**src/rtl/frame_composer_pkg.sv**
```systemverilog
// Shared types and constants for the frame redraw sequencer.
// Symbol width is shared with symbol_drawer and the text RAM.
package frame_composer_pkg;

    localparam int SYM_W = 7;
    localparam int X_W   = 10;
    localparam int Y_W   = 9;

    localparam int DEF_TEXT_LEN    = 32;
    localparam int DEF_ORIGIN_X    = 0;
    localparam int DEF_ORIGIN_Y    = 200;
    localparam int DEF_CHAR_WIDTH  = 15;
    localparam int DEF_LINE_HEIGHT = 20;
    localparam int DEF_SCREEN_W    = 640;
    localparam int DEF_SCREEN_H    = 480;

    typedef enum logic [2:0] {
        S_IDLE,
        S_FILL_GO,
        S_FILL_WAIT,
        S_RD,
        S_LOAD,
        S_SYM_GO,
        S_SYM_WAIT,
        S_SWAP
    } state_t;

endpackage

```
**src/rtl/text_cursor_pos.sv**
```systemverilog
// Glyph index and pen position tracker.
// Advances x per glyph and wraps to a new line at the right edge.
module text_cursor_pos
    import frame_composer_pkg::*;
#(
    parameter int AW          = 5,
    parameter int ORIGIN_X    = DEF_ORIGIN_X,
    parameter int ORIGIN_Y    = DEF_ORIGIN_Y,
    parameter int CHAR_WIDTH  = DEF_CHAR_WIDTH,
    parameter int LINE_HEIGHT = DEF_LINE_HEIGHT,
    parameter int SCREEN_W    = DEF_SCREEN_W
) (
    input  logic           clk,
    input  logic           rst,
    input  logic           init_i,
    input  logic           advance_i,
    input  logic [AW:0]    len_i,
    output logic [AW:0]    idx_o,
    output logic [X_W-1:0] x_o,
    output logic [Y_W-1:0] y_o,
    output logic           last_o
);

    localparam logic [X_W-1:0] OX     = X_W'(ORIGIN_X);
    localparam logic [Y_W-1:0] OY     = Y_W'(ORIGIN_Y);
    localparam logic [X_W:0]   CW_EXT = (X_W+1)'(CHAR_WIDTH);
    localparam logic [X_W:0]   SW_EXT = (X_W+1)'(SCREEN_W);
    localparam logic [Y_W-1:0] LH_Y   = Y_W'(LINE_HEIGHT);

    logic [AW:0]    idx_q, idx_d;
    logic [X_W-1:0] x_q, x_d;
    logic [Y_W-1:0] y_q, y_d;
    logic [AW:0]    idx_inc;
    logic [X_W:0]   x_next;
    logic [X_W:0]   x_edge;

    assign idx_inc = idx_q + {{AW{1'b0}}, 1'b1};
    // x arithmetic is one bit wider so the edge compare cannot overflow
    assign x_next  = {1'b0, x_q} + CW_EXT;
    assign x_edge  = x_next + CW_EXT;
    assign last_o  = (idx_inc == len_i);

    // next pen position: restart at origin, or step and wrap
    always_comb begin
        idx_d = idx_q;
        x_d   = x_q;
        y_d   = y_q;
        if (init_i) begin
            idx_d = '0;
            x_d   = OX;
            y_d   = OY;
        end else if (advance_i) begin
            idx_d = idx_inc;
            if (!last_o) begin
                if (x_edge > SW_EXT) begin
                    x_d = OX;
                    y_d = y_q + LH_Y;
                end else begin
                    x_d = x_next[X_W-1:0];
                end
            end
        end
    end

    // position registers
    always_ff @(posedge clk or posedge rst) begin
        if (rst) begin
            idx_q <= '0;
            x_q   <= OX;
            y_q   <= OY;
        end else begin
            idx_q <= idx_d;
            x_q   <= x_d;
            y_q   <= y_d;
        end
    end

    assign idx_o = idx_q;
    assign x_o   = x_q;
    assign y_o   = y_q;

endmodule

```
**src/rtl/frame_composer.sv**
```systemverilog
// Frame redraw sequencer: fill, then one glyph per text symbol, then swap.
// Drives drawer handshakes only; the frame buffer write port is not touched here.
module frame_composer
    import frame_composer_pkg::*;
#(
    parameter int TEXT_LEN    = DEF_TEXT_LEN,
    parameter int ORIGIN_X    = DEF_ORIGIN_X,
    parameter int ORIGIN_Y    = DEF_ORIGIN_Y,
    parameter int CHAR_WIDTH  = DEF_CHAR_WIDTH,
    parameter int LINE_HEIGHT = DEF_LINE_HEIGHT,
    parameter int SCREEN_W    = DEF_SCREEN_W,
    localparam int AW         = $clog2(TEXT_LEN)
) (
    input  logic             clk,
    input  logic             rst,
    input  logic             start,
    output logic             ready,
    input  logic [AW:0]      text_len,
    input  logic [AW:0]      cursor_pos,
    output logic [AW-1:0]    text_addr,
    input  logic [SYM_W-1:0] text_data,
    output logic             fill_start,
    input  logic             fill_ready,
    output logic             sym_start,
    input  logic             sym_ready,
    output logic [X_W-1:0]   sym_x,
    output logic [Y_W-1:0]   sym_y,
    output logic [SYM_W-1:0] sym_symbol,
    output logic             sym_cursor_left,
    output logic             sym_cursor_right,
    output logic             swap
);

    state_t           state_q;
    logic             ready_q;
    logic             fill_start_q;
    logic             sym_start_q;
    logic             swap_q;
    logic             guard_q;
    logic [AW:0]      len_q;
    logic [AW:0]      cur_q;
    logic [SYM_W-1:0] symbol_q;
    logic             cl_q;
    logic             cr_q;

    logic        init;
    logic        advance;
    logic        last;
    logic [AW:0] idx;
    logic [AW:0] idx_inc;

    assign init    = (state_q == S_IDLE) && start;
    assign advance = (state_q == S_SYM_WAIT) && !guard_q && sym_ready;
    assign idx_inc = idx + {{AW{1'b0}}, 1'b1};

    text_cursor_pos #(
        .AW         (AW),
        .ORIGIN_X   (ORIGIN_X),
        .ORIGIN_Y   (ORIGIN_Y),
        .CHAR_WIDTH (CHAR_WIDTH),
        .LINE_HEIGHT(LINE_HEIGHT),
        .SCREEN_W   (SCREEN_W)
    ) u_pos (
        .clk      (clk),
        .rst      (rst),
        .init_i   (init),
        .advance_i(advance),
        .len_i    (len_q),
        .idx_o    (idx),
        .x_o      (sym_x),
        .y_o      (sym_y),
        .last_o   (last)
    );

    // sequencing FSM with registered handshake outputs
    always_ff @(posedge clk or posedge rst) begin
        if (rst) begin
            state_q      <= S_IDLE;
            ready_q      <= 1'b1;
            fill_start_q <= 1'b0;
            sym_start_q  <= 1'b0;
            swap_q       <= 1'b0;
            guard_q      <= 1'b0;
            len_q        <= '0;
            cur_q        <= '0;
            symbol_q     <= '0;
            cl_q         <= 1'b0;
            cr_q         <= 1'b0;
        end else begin
            fill_start_q <= 1'b0;
            sym_start_q  <= 1'b0;
            swap_q       <= 1'b0;
            unique case (state_q)
                S_IDLE: begin
                    if (start) begin
                        len_q        <= text_len;
                        cur_q        <= cursor_pos;
                        ready_q      <= 1'b0;
                        fill_start_q <= 1'b1;
                        state_q      <= S_FILL_GO;
                    end
                end
                S_FILL_GO: begin
                    guard_q <= 1'b1;
                    state_q <= S_FILL_WAIT;
                end
                S_FILL_WAIT: begin
                    // drawer ready may lag its start pulse by a cycle
                    if (guard_q) begin
                        guard_q <= 1'b0;
                    end else if (fill_ready) begin
                        if (len_q == '0) begin
                            swap_q  <= 1'b1;
                            state_q <= S_SWAP;
                        end else begin
                            state_q <= S_RD;
                        end
                    end
                end
                S_RD: begin
                    state_q <= S_LOAD;
                end
                S_LOAD: begin
                    symbol_q    <= text_data;
                    cl_q        <= (cur_q == idx);
                    cr_q        <= (cur_q == idx_inc);
                    sym_start_q <= 1'b1;
                    state_q     <= S_SYM_GO;
                end
                S_SYM_GO: begin
                    guard_q <= 1'b1;
                    state_q <= S_SYM_WAIT;
                end
                S_SYM_WAIT: begin
                    if (guard_q) begin
                        guard_q <= 1'b0;
                    end else if (sym_ready) begin
                        if (last) begin
                            swap_q  <= 1'b1;
                            state_q <= S_SWAP;
                        end else begin
                            state_q <= S_RD;
                        end
                    end
                end
                S_SWAP: begin
                    ready_q <= 1'b1;
                    state_q <= S_IDLE;
                end
                default: begin
                    state_q <= S_IDLE;
                end
            endcase
        end
    end

    assign ready            = ready_q;
    assign text_addr        = idx[AW-1:0];
    assign fill_start       = fill_start_q;
    assign sym_start        = sym_start_q;
    assign sym_symbol       = symbol_q;
    assign sym_cursor_left  = cl_q;
    assign sym_cursor_right = cr_q;
    assign swap             = swap_q;

endmodule
```
**config.mk**
```make
export PLATFORM = sky130hd
export DESIGN_NAME = frame_composer
export DESIGN_NICKNAME = d
export VERILOG_FILES = /design/src/rtl/frame_composer_pkg.sv /design/src/rtl/text_cursor_pos.sv /design/src/rtl/frame_composer.sv
export SDC_FILE = /design/constraint.sdc
export NUM_CORES = 1
export LEC_CHECK = 0
export CAP_MARGIN = 20
export CORE_UTILIZATION = 45
export DETAILED_ROUTE_END_ITERATION = 8
export PLACE_DENSITY = 0.71
export SETUP_SLACK_MARGIN = 0.4
export SLEW_MARGIN = 25
export SYNTH_ARGS = -nofsm -noshare
export SYNTH_HDL_FRONTEND = slang
export SYNTH_SLANG_ARGS = --single-unit
```
**constraint.sdc**
```tcl
create_clock -name clk -period 4.86 [get_ports clk]
set_input_delay 1.458 -clock clk [delete_from_list [all_inputs] [get_ports clk]]
set_output_delay 1.458 -clock clk [all_outputs]
set_load 0.01 [all_outputs]
```
==> results of run 1 <==
## logic make-up (layout without fill, tap and decap cells)
group | Yosys count | in the layout | synth area share [%]
simple gates | 137 | 137 | 22.4
compound gates | 73 | 73 | 14.5
flops | 52 | 52 | 41.2
buf+inv | 50 | 93 | 6.86
xor+xnor | 23 | 23 | 7.26
mux | 12 | 12 | 4.10
fa+ha+maj | 9 | 9 | 3.55
other cells | 1 | 2 | 0.118
## per-stage QoR
stage | util (%) | instance area, µm² | cells | setup WS (ps)
2_1_floorplan | - | 3180 | 358 | 1630
3_3_place_gp | 55.6 | 3780 | 489 | 902
3_5_place_dp | 55.6 | 3780 | 489 | 856
4_1_cts | 56.9 | 3860 | 497 | 1020
5_1_grt | 56.9 | 3860 | 497 | 671
6_report | 56.9 | 3860 | 497 | 971
## critical path: stages (launching register included)
cell      delay (ps)
dfrtp_1          560
inv_1            190
ha_1             420
or3b_1           550
nor4b_4          360
o21ai_1          160
nor4_2           400
nor4_4           100
a21boi_2         410
nand2_1          350
o22ai_1          280
## state kept, by name (all words and copies together) (netlist names)
signal            count
guard_q               1
cur_q                 6
sym_symbol            7
u_pos.idx_o           6
sym_cursor_left       1
sym_cursor_right      1
state_q               3
sym_start             1
fill_start            1
len_q                 6
ready                 1
u_pos.x_o            10
swap                  1
u_pos.y_o             7
## routing by layer
metal	global-route usage, %	part of all wire (%)
met1	26.4	46
met2	34.3	49
met3	3.75	4.6
met4	5.00	0.66
met5	0	0
## how the worst max path moves through the flow
stage,start,cells after the start,slack (ps),end
3_5_place_dp,start,11,860,u_pos.y_o[8]
2_1_floorplan,start,11,1630,u_pos.y_o[6]
6_report,u_pos.x_o[0],10,970,u_pos.x_o[6]
3_3_place_gp,start,11,900,u_pos.y_o[8]
5_1_grt,u_pos.x_o[0],10,670,u_pos.x_o[7]
4_1_cts,u_pos.x_o[0],10,1020,u_pos.x_o[6]
## Yosys cell counts, types with 5 or more instances
master / instances / share of area [%]
a21oi_1: 19 / 3.0
nor4_1: 6 / 1.2
clkbuf_1: 15 / 1.8
inv_1: 22 / 2.6
dfrtp_1: 48 / 38
nor2_1: 15 / 1.8
nand2_1: 59 / 7.0
xor2_1: 12 / 3.3
buf_4: 7 / 1.7
xnor2_1: 9 / 2.5
o22ai_1: 8 / 1.6
nand4_1: 5 / 0.99
o21ai_1: 6 / 0.95
or3_1: 6 / 1.2
ha_1: 9 / 3.5
nor3_1: 7 / 1.1
o21ai_0: 15 / 2.4
nand3_1: 14 / 2.2
mux2_2: 8 / 2.8
## power groups by stage
stage | Clock, mW | Combinational [mW] | Sequential [mW]
4_1_cts | 0.254 | 1.12 | 0.839
3_5_place_dp | 0 | 1.11 | 0.849
3_3_place_gp | 0 | 1.09 | 0.842
2_1_floorplan | 0 | 0.769 | 0.794
5_1_grt | 0.273 | 1.24 | 0.872
6_report | 0.246 | 1.12 | 0.841
## final cells by class
cell class              count  area, µm²
well taps                  96        120
inverters                  23       86.3
clock inverters             2       16.3
multi-input cells         256       1650
flip-flops and latches     52       1310
clock buffers               6       72.6
fillers                   599       2930
repair buffers             62        611
==> flow_summary_export.csv, run 1 <==
group,metric,value,unit
outcome,status,"completed",
grt,grt-ovfl-total,0,
hold_path,min_path_cells,2,
finish,final_nets,433,
timing,fin_crit,3890,ps
drt,vias,2665,
floorplan,dieHeight,86.0,µm
grt,grt_pass1_wl,12.0,mm
timing,fmax,0.257,GHz
floorplan,boundaryPins,61,
yosys,yosysSeqAreaShare,41.2,%
timing,finalCritPeriodShare,80.0,%
yosys,syn_inst,357,
run,max-cap-violations,0,
yosys,synth_edf_count,0,
setup_path,path_class,"reg -> reg",
pwr,combPwrFrac,50.7,%
pwr,p_int,1.28,mW
clock_tree,post-cts-setup-buffers,0,
yosys,synth_seq_cells,52,
drt,drc,0,
placement,portBuffers,58,
floorplan,rows,30,
finish,syn_to_final_growth,21.8,%
floorplan,die_w,86.0,µm
timing,drv_slew,0,
yosys,yosys_warnings,0,
setup_path,r2r_start,"u_pos.x_o[0]",
setup_path,startpoint_type,"flip-flop",
grt,grt_max_degree,43,
setup_path,cp-end-kind,"flip-flop",
setup_path,worstReg2RegEnd,"u_pos.x_o[6]",
drt,drt_pre_antenna_iters,5,
floorplan,die_area,0.00739,mm²
floorplan,core-area,0.00679,mm²
yosys,synth_ff_type,"dfrtp_1",
drt,drtIter0Drc,148,
pwr,p_per_area,570,mW/mm²
clock_tree,cts_hold_buffers,0,
timing,finClkSkew,16.9,ps
drt,routed_via_density,5.36,
grt,antenna_found_initial,0,
pwr,vdd_drop_max,0.246,mV
finish,final_cell_mix,"59 x nand2_1, 58 x clkdlybuf4s50_1, 48 x dfrtp_1, 21 x inv_1, 19 x a21oi_1",
timing,slew_headroom,42.0,%
yosys,async_flop_share,100,%
timing,hold_viol,0,
pwr,power,2.20,mW
grt,grt_util_all_layers,20.1,%
placement,dp_hpwl,5.11,mm
clock_tree,clock-sinks,52,
hold_path,min_to,"sym_cursor_left",
timing,whs,484,ps
setup_path,ff2ff_setup_slack,970,ps
timing,rsz0062_at_grt,"false",
clock_tree,clk_pin_slew,100,ps
setup_path,crit_required,5060,ps
setup_path,reg2reg_depth,10,
pwr,p_sw,0.927,mW
pwr,seq_power_share,38.2,%
yosys,synth_area,0.00317,mm²
setup_path,cp_max_fo,15,
yosys,synth_cell_types,59,
hold_path,hold_path_startpoint,"sym_cursor_left",
clock_tree,cts.path.max_buffers,2,
clock_tree,cts_buffers,5,
drt,wire_per_inst,14.1,µm
clock_tree,cts_tree,"built",
timing,worst-slew-pin-transition,868,ps
clock_tree,root_buffer,"clkbuf_8",
clock_tree,cts_resized,0,
grt,grt_pass1_vias,2581,
drt,wirelength,7.01,mm
yosys,syn_avg_cell_area,8.89,µm²
clock_tree,cts_max_level,2,
pwr,swShare,42.1,%
placement,place_congestion,0.886,
setup_path,arrival,4090,ps
finish,mostFrequentLayoutCell,"nand2_1",
finish,drive_above_1_share,7.98,%
pwr,leakage,1.68,nW
drt,ant_nets,0,
pwr,clkPwrFrac,11.2,%
hold_path,min_path_type,"reg -> reg",
finish,n_antenna_cell,0,
clock_tree,clk_latency,300,ps
timing,finalSetupViolCount,0,
timing,tns,0,ps
floorplan,start_util,46.7,%
No activity file was read; power rests on OpenSTA's default activity.
==> inputs of run 2 (changes only) <==
PLACE_DENSITY = 0.74   (was 0.71)
clock period = 3.2 ns   (was 4.86 ns; I/O delays follow)
==> run 2 against run 1 <==
Effect of this change: non-clock buffer count is 24 higher; fmax up 39%; global-route usage up 1.5 points; flip-flop and latch count did not move; via count grew 8.5%; design area is 11% higher; sequential share of layout area is 3.3 points lower; sequential power up 49%; die area stayed put; combinational power is 93% higher.
==> flow_summary_export.csv, run 2 (synthesized netlist as in run 1, its figures left out) <==
group,metric,value,unit
setup_path,slowest_stage,"dfrtp_2",
placement,place_inst,500,
drt,drc,0,
floorplan,core-area,0.00679,mm²
grt,grt_pass1_wl,12.9,mm
run,max-cap-violations,0,
drt,vias,2891,
grt,grt_max_degree,20,
drt,wirelength,7.77,mm
finish,finish.instance_area,0.00429,mm²
clock_tree,clock-sinks,52,
clock_tree,cts_hold_buffers,0,
setup_path,max_stage_delay,450,ps
hold_path,min_path_type,"reg -> reg",
timing,drv_slew,0,
setup_path,ff2ff_setup_slack,400,ps
placement,place_congestion,0.904,
drt,drt_pre_antenna_iters,4,
drt,ant_nets,0,
finish,post-route-util,63.2,%
clock_tree,root_buffer,"clkbuf_8",
drt,routed_via_density,5.54,
finish,syn_to_final_growth,35.3,%
drt,wire_per_inst,14.9,µm
floorplan,die_area,0.00739,mm²
placement,portBuffers,58,
floorplan,boundaryPins,61,
clock_tree,cts_tree,"built",
drt,drtIter0Drc,99,
timing,tns,0,ps
setup_path,crit_chain,"buf_4 > nor4_4 > a21oi_1 > o211a_1 > o31a_1 > nor4_4 > buf_6 > a31oi_4 > o31a_1 > o21a_1",
finish,drive_above_1_share,21.4,%
grt,grt-ovfl-total,0,
pwr,p_per_area,882,mW/mm²
outcome,status,"completed",
floorplan,rows,30,
timing,fmax,0.357,GHz
finish,n_antenna_cell,0,
grt,antenna_found_initial,0,
clock_tree,cts_buffers,5,
clock_tree,clk_pin_slew,100,ps
setup_path,startpoint_type,"flip-flop",
placement,place_area,0.00391,mm²
floorplan,start_util,46.7,%
grt,grt_pass1_vias,2778,
clock_tree,clk_latency,310,ps
timing,hold_viol,0,
floorplan,dieHeight,86.0,µm
setup_path,path_class,"reg -> reg",
pwr,leakage,1.84,nW
setup_path,arrival,3010,ps
placement,dp_hpwl,5.49,mm
clock_tree,cts_max_level,2,
finish,mostFrequentLayoutCell,"clkdlybuf4s50_1",
timing,slew_headroom,57.4,%
pwr,vdd_drop_max,0.506,mV
timing,finalSetupViolCount,0,
grt,grt_util_all_layers,21.7,%
timing,finClkSkew,12.4,ps
finish,largest_register_ffs,10,
finish,final_nets,458,
timing,finalCritPeriodShare,87.5,%
timing,fin_crit,2800,ps
setup_path,crit_required,3410,ps
timing,rsz0062_at_grt,"true",
placement,dp_slack,40.0,ps
clock_tree,cts.path.max_buffers,2,
finish,layout.cells.non_filler,522,
finish,final_cell_mix,"58 x clkdlybuf4s50_1, 57 x nand2_1, 45 x dfrtp_1, 22 x buf_4, 19 x inv_1",
floorplan,die_w,86.0,µm
timing,worst-slew-pin-transition,632,ps
setup_path,cp-end-kind,"flip-flop",
setup_path,cp_max_fo,7,
timing,layout_setup_ws,401,ps
-- run 2: layout make-up --
class,instances,area [µm²]
tap,96,120
multi-input combinational,257,1870
fill,571,2500
clock buffer,6,72.6
timing repair buffer,86,813
inverter,23,88.8
clock inverter,2,16.3
sequential,52,1310
-- run 2: path summary, 6_finish.rpt --
| path | start | end | cells past startpoint |
|---|---|---|---|
| worst max-delay path | u_pos.x_o[3] | u_pos.y_o[8] | 10 |
| worst min register to register | u_pos.y_o[3] | u_pos.y_o[3] | 2 |
| max in group asynchronous | rst | ready | 3 |
| worst max register to register | u_pos.x_o[3] | u_pos.y_o[8] | 10 |
| worst min-delay path | u_pos.y_o[3] | u_pos.y_o[3] | 2 |
| min in group asynchronous | rst | fill_start | 2 |
-- run 2: report_power, final --
| part | internal (mW) | switching (mW) | total [mW] |
|---|---|---|---|
| registers | 0.933 | 0.316 | 1.25 |
| logic | 1.09 | 1.07 | 2.16 |
| clock network | 0.156 | 0.222 | 0.378 |
-- run 2: worst max-delay path, delay by kind of cell (launching register included) --
family	cells	cell delay, ps
simple gates	2	640
compound gates	6	1270
flops	1	450
buf+inv	2	350
-- run 2: per-stage QoR --
stage                     hold WS, ps  power [mW]
final                             495        3.79
after global routing              524        4.08
after CTS                         498        3.67
after detailed placement          474        3.12
after global placement            459        3.07
after floorplan                   462        2.46
-- run 2: repair_timing --
| item | in CTS | in global routing |
|---|---|---|
| pin swaps | 14 | 20 |
| endpoints found under the hold margin | 0 | 0 |
| setup endpoints to repair | 16 | 17 |
| gates cloned | 1 | 0 |
| setup buffers | 11 | 2 |
| gates resized for setup | 13 | 29 |
-- run 2: layer usage --
metal  wire, µm  vias up  share of wire, %  track usage, %
met2       4150       82                53            40.4
met5          0        -                 0               0
met4         38        0              0.49            4.70
met3        334        7               4.3            3.56
met1       3240     1423                42            26.0
li1           -     1379                 -               -
